[src/rtl/sid_write_sched.sv]
// sid_write_sched: timed register-write scheduler for the sid_voices bus.
// The host pushes {addr, data, delay} entries into a FIFO. Each entry is replayed
// as a single-cycle write on a clkEn tick. After the write, the scheduler waits
// 'delay' further unpaused ticks before it issues the next entry.
// Ports:
//   clk, iRst        clock; synchronous active-high reset
//   clkEn            1MHz tick, one clk wide
//   iValid/oReady    host push handshake (oReady = !full && !iFlush)
//   iAddr/iData/iDelay  entry fields
//   iPause           freezes issue and the WAIT countdown
//   iFlush           drops queued entries and aborts WAIT
//   oWE/oAddr/oData  registered write bus to sid_voices
//   oLevel           FIFO occupancy, 0..2**DEPTH_LOG2
//   oBusy            FSM not idle or FIFO not empty
module sid_write_sched #(
  parameter int DEPTH_LOG2 = 4
) (
  input  logic                clk,
  input  logic                iRst,
  input  logic                clkEn,
  input  logic                iValid,
  output logic                oReady,
  input  logic [4:0]          iAddr,
  input  logic [7:0]          iData,
  input  logic [15:0]         iDelay,
  input  logic                iPause,
  input  logic                iFlush,
  output logic                oWE,
  output logic [4:0]          oAddr,
  output logic [7:0]          oData,
  output logic [DEPTH_LOG2:0] oLevel,
  output logic                oBusy
);

  localparam int unsigned DEPTH = 2 ** DEPTH_LOG2;

  typedef enum logic {IDLE, WAIT} state_t;

  state_t                state, stateNext;
  logic [28:0]           mem [DEPTH];
  logic [DEPTH_LOG2-1:0] wrPtr, rdPtr;
  logic [DEPTH_LOG2:0]   level;
  logic [15:0]           cnt, cntNext;
  logic                  empty, full, push, pop;
  logic [28:0]           head;

  assign empty  = (level == '0);
  assign full   = (level == (DEPTH_LOG2 + 1)'(DEPTH));
  assign oReady = !full && !iFlush;
  assign push   = iValid && oReady;
  assign head   = mem[rdPtr];
  assign oLevel = level;
  assign oBusy  = (state != IDLE) || !empty;

  // Next-state logic. The FIFO level is registered, so an entry that is pushed
  // this cycle cannot be popped until the next cycle.
  always_comb begin
    stateNext = state;
    cntNext   = cnt;
    pop       = 1'b0;
    if (iFlush) begin
      stateNext = IDLE;
      cntNext   = '0;
    end else begin
      unique case (state)
        IDLE: begin
          if (clkEn && !empty && !iPause) begin
            pop       = 1'b1;
            cntNext   = head[15:0];
            stateNext = (head[15:0] != '0) ? WAIT : IDLE;
          end
        end
        WAIT: begin
          if (clkEn && !iPause) begin
            cntNext = cnt - 16'd1;
            if (cnt == 16'd1) stateNext = IDLE;
          end
        end
        default: stateNext = IDLE;
      endcase
    end
  end

  always_ff @(posedge clk) begin
    if (iRst) begin
      state <= IDLE;
      cnt   <= '0;
      wrPtr <= '0;
      rdPtr <= '0;
      level <= '0;
      oWE   <= 1'b0;
      oAddr <= '0;
      oData <= '0;
    end else begin
      state <= stateNext;
      cnt   <= cntNext;
      oWE   <= pop;
      if (pop) begin
        oAddr <= head[28:24];
        oData <= head[23:16];
      end
      if (iFlush) begin
        wrPtr <= '0;
        rdPtr <= '0;
        level <= '0;
      end else begin
        if (push) wrPtr <= wrPtr + DEPTH_LOG2'(1);
        if (pop)  rdPtr <= rdPtr + DEPTH_LOG2'(1);
        if (push && !pop)      level <= level + (DEPTH_LOG2 + 1)'(1);
        else if (pop && !push) level <= level - (DEPTH_LOG2 + 1)'(1);
      end
    end
  end

  // Storage is not reset. Only the pointers define which entries are valid.
  always_ff @(posedge clk) begin
    if (push) mem[wrPtr] <= {iAddr, iData, iDelay};
  end

endmodule
[config.mk]
export PLATFORM = sky130hd
export DESIGN_NAME = sid_write_sched
export DESIGN_NICKNAME = d
export VERILOG_FILES = /design/src/rtl/sid_write_sched.sv
export SDC_FILE = /design/constraint.sdc
export NUM_CORES = 1
export LEC_CHECK = 0
export ABC_AREA = 1
export CAP_MARGIN = 20
export CELL_PAD_IN_SITES_DETAIL_PLACEMENT = 2
export CELL_PAD_IN_SITES_GLOBAL_PLACEMENT = 2
export CORE_MARGIN = 3
export CORE_UTILIZATION = 44
export CTS_CLUSTER_SIZE = 14
export DETAILED_ROUTE_END_ITERATION = 7
export DONT_BUFFER_PORTS = 1
export GPL_TIMING_DRIVEN = 0
export PLACE_DENSITY_LB_ADDON = 0.05
export SKIP_LAST_GASP = 1
export SYNTH_ARGS = -nofsm -noshare
export SYNTH_HDL_FRONTEND = slang
export SYNTH_SLANG_ARGS = --single-unit
[constraint.sdc]
create_clock -name clk -period 3.4 [get_ports clk]
set_clock_uncertainty 0.1 [all_clocks]
set_input_delay 0.85 -clock clk [delete_from_list [all_inputs] [get_ports clk]]
set_output_delay 0.85 -clock clk [all_outputs]
set_load 0.1 [all_outputs]
# Yosys cells after proc, flatten, opt, wreduce, memory -nomap -nowiden
# Memory sizes are Yosys's and may differ from the RTL's. A register that Yosys moved wholly into a read port is not among the register bits.
# Cells that the tools add are included.
# op_classes
addsub,5
n_eq_ne,4
n_mux,17
bitwise_logic,1
n_reduce_logical,19
# op_table
cell,count
two-way mux 16 bit,2
case mux 16 bit (2 select lines),1
equality test 16 x 1 -> 1 bit (second input constant),1
nonzero test 16 bit,1
subtractor 16 x 1 -> 16 bit (second input constant),1
two-way mux 5 bit,2
two-way mux 1 bit,9
adder 4 x 1 -> 4 bit (second input constant),2
two-way mux 4 bit,2
logical AND 1 bit,7
zero test 1 bit,6
adder 5 x 1 -> 5 bit (second input constant),1
equality test 5 bit (second input constant),1
zero test 5 bit,1
subtractor 5 x 1 -> 5 bit (second input constant),1
inequality test 2 x 1 -> 1 bit (second input constant),1
inequality test 2 bit (second input constant),1
case mux 1 bit (2 select lines),1
AND reduction 2 bit,1
nonzero test 2 bit,1
OR reduction 2 bit,1
logical OR 1 bit,1
inverter 1 bit,1
# totals
register_bits,44
ram_bits,464
input_bits,35
output_inout_bits,21
wordCells,55
mem_count,1
# mem_list
name,words,word_bits,rd,rd_ports_with_merged_regs,write_ports,line_no,source
mem,16,29,1,1,1,40,logic [28:0] mem [DEPTH];

# Longest topological paths before layout
# logic_depth
word_depth,10
depth_mapped,16

# Least setup slack after synthesis
# Ideal clock, no wire load.
# synth_path
kind,register to register
start,"register level[0], in the netlist oLevel[0]"
end,memory mem[11][0] (enable)
setup_time_ns,0.415
arrival_ns,2.935
required_ns,2.885
setup_slack_ns,-0.050
path_stages_with_launch,7
cell_sequence,dfxtp_1 > nor4_2 > nand2_1 > nand3_1 > nor2_1 > inv_1 > nor2_1
# synth_between
elab_chain_len,6
# synth_lines
element,line_no,source
start: declaration,42,logic [DEPTH_LOG2:0] level;
start signal: assignment,109,if (push && !pop) level <= level + (DEPTH_LOG2 + 1)'(1);
start signal: assignment,110,else if (pop && !push) level <= level - (DEPTH_LOG2 + 1)'(1);
equality test 5 bit,48,assign full = (level == (DEPTH_LOG2 + 1)'(DEPTH));
zero test 1 bit,49,assign oReady = !full && !iFlush;
logical AND 1 bit,49,
logical AND 1 bit,50,assign push = iValid && oReady;
two-way mux 1 bit,117,"if (push) mem[wrPtr] <= {iAddr, iData, iDelay};"
two-way mux 1 bit (not written as such),117,
end: declaration,40,
# No other way between the ends.

# Final worst setup path
# layout_path
start,"register level[3], in the netlist oLevel[3]"
end,output port oReady
# layout_between
elab_chain_len,3
# layout_lines
element,line_no,source
equality test 5 bit,48,
zero test 1 bit,49,
logical AND 1 bit,49,
end: declaration,22,"output logic oReady,"
# No other way between the ends.

==> results.yml <==
status:
  status: "completed"
logic_synthesis:
  synthXorXnorAreaFrac_pct: 0.1657
  synth_top_area_cell: "edfxtp_1"
  yosysSeqAreaShare_pct: 70.44
  synth_compound_area_share_pct: 8.337
  synth.mux.area_fraction_pct: 0
  synth-simple-area-share_pct: 15.09
  synth_top_family_by_area: "simple AND/OR/NAND/NOR gates"
  synthCells: 1844
  synth-adder-area-share_pct: 0.7456
  ys_warn_count: 0
  synth_cell_types: 35
  synth_nets: 1891
  synth_seq_cells: 512
  yosys-top-cells-area: "edfxtp_1, nand2_1, dfxtp_1, nand3_1, nor2_1"
  syn_avg_cell_area_um2: 11.47
  synth_top_area_share_pct: 65.89
  syn-cell-area_um2: 21150
global_route:
  grt_overflow: 0
  grt_pass1_vias: 17380
  grt_max_degree: 21
  antenna_found_initial: 0
  grt_pass1_wl_mm: 121.7
  grtUsageTotal_pct: 33.62
critical_path:
  worst-setup-path-type: "flop to primary output"
  cp_cell_sequence: "nor4_4 > nand2_1 > nand2_1 > inv_1"
  rr_startpoint: "oLevel[3]"
  worst-path-buf-inv: 1
  cp_slowest_cell: "dfxtp_4"
  cp_max_fo: 4
  worstPathArrival_ps: 2170
  cp-end-kind: "primary output"
  reg2reg_slack_ps: 310
  worst_r2r_path_depth: 14
  slowest_delay_ps: 460
  cpMostUsedCell: "nand2_1"
  r2r_end: "oLevel[4]"
  crit_path_start: "oLevel[3]"
  critPathLaunchType: "flop"
  required_ps: 2450
  cp_top_family: "simple AND/OR/NAND/NOR gates"
route:
  drtIter0Drc: 1439
  avgViaCountPerCell: 6.129
  remaining_drc_errors: 0
  num_vias: 15770
  dr.pass1.iters: 5
  wl_mm: 84.59
  wl_per_cell_um: 32.88
  ant_nets: 0
die:
  die_area_um2: 50720
  coreArea_um2: 47050
  fp.dieW_um: 225.2
  die_h_um: 225.2
  io_pins: 56
  rows: 79
  initial_core_util_pct: 44.94
clocking:
  clk_pin_slew_ps: 70
  numCtsBuffers: 55
  htreeDepth: 2
  clk_path_buf_depth: 3
  cts_tree: "built"
  clock_latency_ps: 640
  ctsRootBufferMaster: "clkbuf_16"
  cts.sinks: 512
timing:
  slew_viol_final: 0
  worst_pin_slew_ps: 1045
  min_period_ps: 3124
  max_freq_ghz: 0.3201
  relSlewSlack_pct: 30.21
  setup_ws_ps: 275.8
  rsz0062_at_grt: "no"
  hold_violations: 0
  finalSetupViolCount: 0
  hold_slack_ps: 204.1
  fin_crit_sh_pct: 91.89
power_and_ir_drop:
  switching_share_pct: 23.01
  switchingPower_uw: 3105
  internal_power_uw: 10390
  cellPowerDensity_nw_per_um2: 557.2
  seq_power_share_pct: 51.8
  combPwrFrac_pct: 4.1
  leakage_uw: 0.008807
  p_clk_share_pct: 44.1
  ir_worst_vdd_v: 0.0005093
min_path:
  hold_path_class: "primary input to flop"
  worst_hold_path.num_cells: 0
  holdCritStartpoint: "iData[4]"
  min_to: "mem[12][20]"
place:
  hpwlAfterDp_mm: 53.91
  dpl.cell_count: 2469
  portBuffers: 0
  place_congestion: 0.8079
  pre_cts_slack_ps: -1083
final_layout:
  syn_to_final_growth_pct: 14.51
  final_common_cell: "edfxtp_1"
  antenna_cells: 0
  final_cells: 2573
  layout.nets: 1968
  drive_gt1_share_pct: 9.715
  final_cell_mix: "edfxtp_1, nand2_1, nor2_1"
  fin_util_pct: 51.47
job:
  drv_cap: 0
==> worst register-to-register path, delay by kind of cell, from the launching register on <==
family          cells  cell delay (ps)
buf+inv             2              270
fa+ha+maj           2              530
simple gates        7             1180
flops               1              460
compound gates      3              450
==> synth_stat cells (all sizes together) <==
library cell,instances
nand4,2
o211ai,44
o21ai,157
edfxtp,464
dfxtp,48
nand3,166
xor2,2
clkbuf,39
a21boi,1
nor4,3
fa,1
a211oi,2
a21o,1
a21oi,36
or2,2
buf,66
and3,1
inv,130
xnor2,2
ha,11
o21a,2
o22ai,17
o221ai,36
nor3,4
nor2,212
nand2,395
==> layer usage <==
metal	global-route usage (%)	vias up	wire length, µm
met2	59.31	677	42980
met1	41.67	8265	32800
met3	4.820	211	5173
met5	0	-	0
li1	-	6617	-
met4	14.02	0	3646
==> power by group through the flow <==
stage / Clock [µW] / Combinational [µW] / Sequential, µW
4_1_cts: 5960 / 546 / 6990
2_1_floorplan: 0 / 320 / 7120
3_3_place_gp: 0 / 493 / 7120
5_1_grt: 6200 / 598 / 6990
6_report: 5950 / 553 / 6990
3_5_place_dp: 0 / 532 / 7130
==> logic make-up (layout without fill, tap and decap cells) <==
logic type | Yosys count | after routing
and+or+nand+nor | 785 | 785
DFF | 512 | 512
AOI/OAI and AO/OA | 296 | 296
buffers and inverters | 235 | 357
adders and majority gates | 12 | 12
xor gates and xnor gates | 4 | 4
==> worst max path at each step <==
stage,end,slack [ps],cells after the start
6_report,oReady,280,4
5_1_grt,oLevel[4],50,14
4_1_cts,oLevel[4],3,15
3_5_place_dp,oLevel[4],-1080,16
3_3_place_gp,mem[15][13],-2640,6
2_1_floorplan,mem[11][0],-50,6
==> through the flow <==
stage	cell area (µm²)	setup TNS (ps)	power (µW)
detailed placement	22420	-83530	7658
finish	24210	0	13490
global route	24210	0	13790
global placement	21910	-1009200	7615
floorplan	21150	-17140	7435
CTS	24190	0	13500
==> flip-flops by register name, indices dropped and copies added, names as in the netlist, named ones only <==
register	flops
cnt	16
wrPtr	4
oWE	1
oLevel	5
oData	8
mem	464
state	1
rdPtr	4
oAddr	5
==> what timing repair did <==
item	CTS	global route
hold endpoints to repair	0	0
endpoints found under the setup margin	432	2
gates cloned	0	0
gates resized for setup	13	5
pin swaps	1	1
hold buffers	0	0
setup buffers	1	1
==> final cells by class <==
cell class / instances / area [µm²]
fill: 4633 / 22840
sequential: 512 / 14910
multi-input combinational: 1097 / 5303
clock buffer: 81 / 1535
tap: 607 / 759.5
buffer: 105 / 614.3
inverter: 130 / 490.5
timing repair buffer: 20 / 412.9
clock inverter: 21 / 186.4
Power figures use the tool's default switching activity.
